==> src/rtl/core_sequencer_pkg.sv <==
// Shared core-level types: core FSM encodings, LSU state encodings, fetcher handshake value.
// Pure declarations; no timing of its own.
// The DECODE encoding is shared with the decoder, so the enum is pinned to CORE_DECODE.
package core_pkg;

  localparam logic [2:0]  CORE_DECODE     = 3'b010;
  localparam logic [2:0]  FETCHER_FETCHED = 3'b010;
  localparam logic [15:0] INSTR_COUNT_MAX = 16'hFFFF;

  typedef enum logic [2:0] {
    ST_IDLE    = 3'b000,
    ST_FETCH   = 3'b001,
    ST_DECODE  = CORE_DECODE,
    ST_REQUEST = 3'b011,
    ST_WAIT    = 3'b100,
    ST_EXECUTE = 3'b101,
    ST_UPDATE  = 3'b110,
    ST_DONE    = 3'b111
  } core_state_e;

  typedef enum logic [1:0] {
    LSU_IDLE       = 2'b00,
    LSU_REQUESTING = 2'b01,
    LSU_WAITING    = 2'b10,
    LSU_DONE       = 2'b11
  } lsu_state_e;

  // An LSU holds the core in WAIT while it has a request outstanding.
  function automatic logic lsu_busy(input logic [1:0] s);
    return (s == LSU_REQUESTING) || (s == LSU_WAITING);
  endfunction

endpackage

==> src/rtl/core_sequencer_if.sv <==
// Bundle between the core sequencer and the per-thread datapath / dispatcher.
// master = sequencer side (drives core_state and status), slave = datapath side.
// No flow control of its own; all handshakes are level-based state buses.
interface core_sequencer_if #(
  parameter int THREADS = 4,
  parameter int PC_BITS = 8
);
  logic                       start;
  logic [THREADS-1:0]         thread_enable;
  logic [2:0]                 fetcher_state;
  logic                       decoded_mem_read_enable;
  logic                       decoded_mem_write_enable;
  logic                       decoded_ret;
  logic [2*THREADS-1:0]       lsu_state;
  logic [PC_BITS*THREADS-1:0] next_pc;
  logic [2:0]                 core_state;
  logic [PC_BITS-1:0]         current_pc;
  logic                       done;
  logic                       divergence;
  logic [15:0]                instr_count;

  modport master (
    input  start, thread_enable, fetcher_state, decoded_mem_read_enable,
           decoded_mem_write_enable, decoded_ret, lsu_state, next_pc,
    output core_state, current_pc, done, divergence, instr_count
  );

  modport slave (
    output start, thread_enable, fetcher_state, decoded_mem_read_enable,
           decoded_mem_write_enable, decoded_ret, lsu_state, next_pc,
    input  core_state, current_pc, done, divergence, instr_count
  );
endinterface

==> src/rtl/core_sequencer_thread_pc_select.sv <==
// Picks the next shared PC from the lowest enabled thread and flags disagreement.
// Purely combinational, zero latency.
// No backpressure; result is consumed by the sequencer in UPDATE only.
module thread_pc_select #(
  parameter int THREADS = 4,
  parameter int PC_BITS = 8
) (
  input  logic [THREADS-1:0]         thread_enable,
  input  logic [PC_BITS*THREADS-1:0] next_pc,
  input  logic [PC_BITS-1:0]         current_pc,
  output logic [PC_BITS-1:0]         pc_sel,
  output logic                       diverged
);

  logic found;

  // Priority pick: lowest enabled thread wins; with no thread enabled the PC just steps by one.
  always_comb begin
    pc_sel = current_pc + 1'b1;
    found  = 1'b0;
    for (int i = 0; i < THREADS; i++) begin
      if (thread_enable[i] && !found) begin
        pc_sel = next_pc[PC_BITS*i +: PC_BITS];
        found  = 1'b1;
      end
    end
  end

  // Any enabled thread differing from the chosen one means at least two enabled threads disagree.
  always_comb begin
    diverged = 1'b0;
    for (int i = 0; i < THREADS; i++) begin
      if (thread_enable[i] && (next_pc[PC_BITS*i +: PC_BITS] != pc_sel)) diverged = 1'b1;
    end
  end

endmodule

==> src/rtl/core_sequencer.sv <==
// Per-core control FSM: FETCH/DECODE/REQUEST/WAIT/EXECUTE/UPDATE, owns the shared PC.
// Six cycles per instruction minimum; all outputs registered.
// Stalls in FETCH on the fetcher and in WAIT on any enabled busy LSU during memory ops.
module core_sequencer
  import core_pkg::*;
#(
  parameter int THREADS = 4,
  parameter int PC_BITS = 8
) (
  input logic              clk,
  input logic              reset,
  core_sequencer_if.master bus
);

  core_state_e        state_q, state_d;
  logic [PC_BITS-1:0] current_pc_q, current_pc_d;
  logic               done_q, done_d;
  logic               divergence_q, divergence_d;
  logic [15:0]        instr_count_q, instr_count_d;

  logic [PC_BITS-1:0] pc_sel;
  logic               diverged;
  logic               any_lsu_busy;
  logic               mem_op;

  thread_pc_select #(
    .THREADS (THREADS),
    .PC_BITS (PC_BITS)
  ) u_pc_select (
    .thread_enable (bus.thread_enable),
    .next_pc       (bus.next_pc),
    .current_pc    (current_pc_q),
    .pc_sel        (pc_sel),
    .diverged      (diverged)
  );

  // Only enabled threads' LSUs can stall the core; disabled lanes may hold stale state.
  always_comb begin
    any_lsu_busy = 1'b0;
    for (int i = 0; i < THREADS; i++) begin
      if (bus.thread_enable[i] && lsu_busy(bus.lsu_state[2*i +: 2])) any_lsu_busy = 1'b1;
    end
  end

  assign mem_op = bus.decoded_mem_read_enable | bus.decoded_mem_write_enable;

  // Next-state and architectural updates; everything holds unless the state says otherwise.
  always_comb begin
    state_d        = state_q;
    current_pc_d   = current_pc_q;
    done_d         = done_q;
    divergence_d   = divergence_q;
    instr_count_d  = instr_count_q;
    unique case (state_q)
      ST_IDLE:    if (bus.start) state_d = ST_FETCH;
      ST_FETCH:   if (bus.fetcher_state == FETCHER_FETCHED) state_d = ST_DECODE;
      ST_DECODE:  state_d = ST_REQUEST;
      ST_REQUEST: state_d = ST_WAIT;
      ST_WAIT:    if (!mem_op || !any_lsu_busy) state_d = ST_EXECUTE;
      ST_EXECUTE: state_d = ST_UPDATE;
      ST_UPDATE: begin
        if (instr_count_q != INSTR_COUNT_MAX) instr_count_d = instr_count_q + 16'd1;
        if (diverged) divergence_d = 1'b1;
        if (bus.decoded_ret) begin
          state_d = ST_DONE;
          done_d  = 1'b1;
        end else begin
          state_d      = ST_FETCH;
          current_pc_d = pc_sel;
        end
      end
      ST_DONE:    state_d = ST_DONE;
      default:    state_d = ST_IDLE;
    endcase
  end

  // State and status registers; synchronous reset abandons any in-flight instruction.
  always_ff @(posedge clk) begin
    if (reset) begin
      state_q       <= ST_IDLE;
      current_pc_q  <= '0;
      done_q        <= 1'b0;
      divergence_q  <= 1'b0;
      instr_count_q <= '0;
    end else begin
      state_q       <= state_d;
      current_pc_q  <= current_pc_d;
      done_q        <= done_d;
      divergence_q  <= divergence_d;
      instr_count_q <= instr_count_d;
    end
  end

  assign bus.core_state  = state_q;
  assign bus.current_pc  = current_pc_q;
  assign bus.done        = done_q;
  assign bus.divergence  = divergence_q;
  assign bus.instr_count = instr_count_q;

endmodule

==> src/flat_wrapper.sv <==
// flat-port wrapper written by rule: the top's interface ports become plain ports
module core_sequencer_flat import core_pkg::*;
#(
  parameter int THREADS = 4,
  parameter int PC_BITS = 8
)
  (clk, reset, bus_start, bus_thread_enable, bus_fetcher_state, bus_decoded_mem_read_enable, bus_decoded_mem_write_enable, bus_decoded_ret, bus_lsu_state, bus_next_pc, bus_core_state, bus_current_pc, bus_done, bus_divergence, bus_instr_count);
  core_sequencer_if #(.THREADS(THREADS), .PC_BITS(PC_BITS)) bus_i ();
  input logic clk;
  input logic reset;
  input wire logic [$bits(bus_i.start)-1:0] bus_start;
  input wire logic [$bits(bus_i.thread_enable)-1:0] bus_thread_enable;
  input wire logic [$bits(bus_i.fetcher_state)-1:0] bus_fetcher_state;
  input wire logic [$bits(bus_i.decoded_mem_read_enable)-1:0] bus_decoded_mem_read_enable;
  input wire logic [$bits(bus_i.decoded_mem_write_enable)-1:0] bus_decoded_mem_write_enable;
  input wire logic [$bits(bus_i.decoded_ret)-1:0] bus_decoded_ret;
  input wire logic [$bits(bus_i.lsu_state)-1:0] bus_lsu_state;
  input wire logic [$bits(bus_i.next_pc)-1:0] bus_next_pc;
  output wire logic [$bits(bus_i.core_state)-1:0] bus_core_state;
  output wire logic [$bits(bus_i.current_pc)-1:0] bus_current_pc;
  output wire logic [$bits(bus_i.done)-1:0] bus_done;
  output wire logic [$bits(bus_i.divergence)-1:0] bus_divergence;
  output wire logic [$bits(bus_i.instr_count)-1:0] bus_instr_count;
  assign bus_i.start = bus_start;
  assign bus_i.thread_enable = bus_thread_enable;
  assign bus_i.fetcher_state = bus_fetcher_state;
  assign bus_i.decoded_mem_read_enable = bus_decoded_mem_read_enable;
  assign bus_i.decoded_mem_write_enable = bus_decoded_mem_write_enable;
  assign bus_i.decoded_ret = bus_decoded_ret;
  assign bus_i.lsu_state = bus_lsu_state;
  assign bus_i.next_pc = bus_next_pc;
  assign bus_core_state = bus_i.core_state;
  assign bus_current_pc = bus_i.current_pc;
  assign bus_done = bus_i.done;
  assign bus_divergence = bus_i.divergence;
  assign bus_instr_count = bus_i.instr_count;
  core_sequencer #(.THREADS(THREADS), .PC_BITS(PC_BITS)) u_core (.clk(clk), .reset(reset), .bus(bus_i));
endmodule
==> config.mk <==
export PLATFORM = sky130hd
export DESIGN_NAME = core_sequencer_flat
export DESIGN_NICKNAME = d
export VERILOG_FILES = /design/src/rtl/core_sequencer_pkg.sv /design/src/rtl/core_sequencer_if.sv /design/src/rtl/core_sequencer_thread_pc_select.sv /design/src/rtl/core_sequencer.sv /design/src/flat_wrapper.sv
export SDC_FILE = /design/constraint.sdc
export NUM_CORES = 1
export LEC_CHECK = 0
export ABC_CLOCK_PERIOD_IN_PS = 2700
export CAP_MARGIN = 20
export CORE_UTILIZATION = 44
export CTS_BUF_LIST = sky130_fd_sc_hd__clkbuf_4 sky130_fd_sc_hd__clkbuf_8
export CTS_CLUSTER_SIZE = 28
export DETAILED_ROUTE_END_ITERATION = 16
export GPL_TIMING_DRIVEN = 0
export PLACE_DENSITY = 0.79
export REMOVE_ABC_BUFFERS = 1
export SKIP_CTS_REPAIR_TIMING = 1
export SLEW_MARGIN = 5
export SYNTH_ARGS = -nofsm -noshare
export SYNTH_HDL_FRONTEND = slang
export SYNTH_SLANG_ARGS = --single-unit
==> constraint.sdc <==
create_clock -name clk -period 2.7 [get_ports clk]
set_clock_uncertainty 0.2 [all_clocks]
set_input_delay 0.54 -clock clk [delete_from_list [all_inputs] [get_ports clk]]
set_output_delay 0.54 -clock clk [all_outputs]
set_load 0.01 [all_outputs]
==> summary.txt <==
R2R Path Start -> u_core.bus.current_pc[1]$_SDFFE_PP0P_
ANT cells -> 0
Max clock buf depth -> 2
maximum vdd drop -> 0.3342 mV
achievable frequency -> 385.7 MHz
via/cell ratio -> 6.227
share of layout cells above drive strength 1 -> 0.1301
Post-synth EDFFs -> 0
Yosys top cell area share -> 0.2205
Avg Inst Size Synth -> 7.272 um^2
drt pass-1 iters -> 5
post-synthesis sequential area ratio -> 0.2205
r2r endpoint -> u_core.bus.divergence$_SDFFE_PP0P_
Reg2Reg Setup Slack -> 140 ps
Fill cells -> 507
fin crit period -> 2592 ps
Final Cycle Share -> 0.9602
Skew-Pair Late Insertion Delay -> 290 ps
Post-Synthesis Cells -> 362
ANT nets after route -> 0
DIE AREA -> 6296 um^2
Max-Cap Viols -> 0
library cells used by synthesis -> 71
Vias -> 3176
total grt overflow -> 0
crit path from -> bus_thread_enable[1]
IO Port Bufs -> 81
Static Leakage -> 0.001370 uW
top cells by area, synth -> dfxtp_1, nor2_1, xor2_1
Power Total -> 1291 uW
register area -> 586.8 um^2
Die X-Extent -> 79.35 um
CP Depth -> 9
Syn-to-layout area delta -> 43.49%
Critical Path End Type -> flip-flop
Simple-Gate Fraction of Synth Area -> 0.3180
mux cell area share after synthesis -> 0.01996
R2R cell count -> 9
prevailing post-synth register cell -> dfxtp_1
PD cells -> 341.8 nW/um^2
cell area after synthesis -> 2633 um^2
Rows -> 27
status -> finished, final reports clean
drt drc -> 0
critical path type -> primary input to flip-flop
GR Util All Layers -> 0.2658
vias in the first global route -> 2762
I/O pin count -> 82
CTS buffer count -> 5
Final Hold Fails -> 0
max incr delay on CP -> 440 ps
worst-path cell chain -> buf_4, nor2_2, a211oi_1, o32a_1, and2_0, a221oi_1, nand4_1, o211ai_2, a31oi_1
Slew @ Worst Pin -> 1041 ps
Placed Cells -> 497
WL final -> 8697 um
CTS Root Cell -> clkbuf_8
Post-synth top cells -> nor2_1, nand2_1, dfxtp_1
H-tree depth -> 2
most common cell in the netlist -> nor2_1
1st-iter DRT viols -> 304
Arr. time, crit path -> 2520 ps
initial antenna violation count -> 0
register bit total from synthesis -> 29
clk slew on worst S/H paths -> 70 ps
HP Class -> flip-flop to flip-flop
fin util -> 0.6696
final count of pins violating max slew -> 0
Detailed Place HPWL -> 6105 um
CP Buf/Inv Count -> 1
Adder-Cell Fraction of Synth Area -> 0.009506
largest delay contributor family on the critical path -> compound AO/OA/AOI/OAI gates
final setup fails -> 0
Critical Path RT -> 2620 ps
Setup crit end -> u_core.bus.divergence$_SDFFE_PP0P_
Core Region -> 5642 um^2
CTS tree -> yes
CP Max Fanout -> 23
Worst slew margin -> 0.3036
Synth area leader -> dfxtp_1
largest family of logic cells by synthesized area -> simple AND/OR/NAND/NOR gates
Async SR Flop Fraction -> 0
initial core utilization -> 0.4666
area of the multi-input gates -> 2061 um^2
RePlAce Congestion -> 0.9164
CP max stage cell -> o32a_1
Synth Area in Compound Gates -> 0.2875
Die Span Y -> 79.35 um
yosys warns -> 0
xor and xnor area share after synthesis -> 0.08983
Startpoint Class -> primary input
largest net degree at the start of global routing -> 30
routed len/inst -> 17.05 um
clk sink count -> 29
Final nets -> 492
Finished Layout Cells -> 510
first-pass GRT wire length -> 13070 um
## cell usage in the layout (no fill, tap or decap), drive strengths merged, types with 7 or more instances in the layout
cell	instances
clkdlybuf4s50	68
nor2	53
nand2	30
dfxtp	29
a21oi	25
xor2	15
o21ai	15
nand3	12
xnor2	12
nand4	11
a31oi	11
nor3	10
inv	10
dlymetal6s2s	9
or3	8
buf	8
nor2b	7
nand2b	7
a211oi	7
clkbuf	7
and3	7
## tightest hold or removal path: stages, from the launching register on
cell and delay, ps:
dfxtp_1 340, a21oi_1 40, nor2_1 70
## where the power goes
| group | switching (uW) | internal [uW] | total, uW |
|---|---|---|---|
| clock | 173 | 300 | 473 |
| sequential | 8.33 | 431 | 440 |
| combinational | 198 | 180 | 378 |
## cell type report
cell class,count,area share
multi-input combinational,304,0.5455
timing repair buffer,86,0.2315
sequential,29,0.1553
tap,72,0.02385
clock buffer,6,0.02186
inverter,11,0.01192
clock inverter,2,0.009937
## per-layer routing
metal | routed length [um] | global-route usage
met3 | 590 | 0.05632
met2 | 4173 | 0.4534
met5 | 0 | 0
met4 | 285 | 0.1091
met1 | 3646 | 0.3217
## cells by family after synthesis
group           count (synthesis)
compound gates                106
xor+xnor                       27
fa+ha+maj                       2
flops                          29
simple gates                  164
mux                             5
buf+inv                        29
## stage by stage
step                hold slack [ps]  TNS [ps]  setup slack, ps  cell area, um^2
CTS                           285.7     -4235            -1166             3551
floorplan                     302.2         0            129.9             2530
detailed placement            262.9     -7209            -1451             3431
global placement              271.7     -7063            -1479             3431
finish                        284.7         0            107.5             3777
global route                  300.1    -19.52           -19.52             3777
## state kept, by name, indices dropped and copies added, names as in the netlist
| name | flops |
|---|---|
| u_core.bus.done | 1 |
| u_core.bus.divergence | 1 |
| u_core.bus.core_state | 3 |
| u_core.bus.instr_count | 16 |
| u_core.bus.current_pc | 8 |
## worst min path at each step
stage,start,cells after the start,to,slack [ps]
after global placement,u_core.bus.done$_SDFFE_PP0P_,2,u_core.bus.done$_SDFFE_PP0P_,270
after detailed placement,u_core.bus.done$_SDFFE_PP0P_,2,u_core.bus.done$_SDFFE_PP0P_,260
after floorplan,u_core.bus.done$_SDFFE_PP0P_,2,u_core.bus.done$_SDFFE_PP0P_,300
after global routing,u_core.bus.done$_SDFFE_PP0P_,2,u_core.bus.done$_SDFFE_PP0P_,300
final,u_core.bus.done$_SDFFE_PP0P_,2,u_core.bus.done$_SDFFE_PP0P_,280
after CTS,u_core.bus.done$_SDFFE_PP0P_,2,u_core.bus.done$_SDFFE_PP0P_,290
Note: power is estimated with default switching activity, not from simulation.
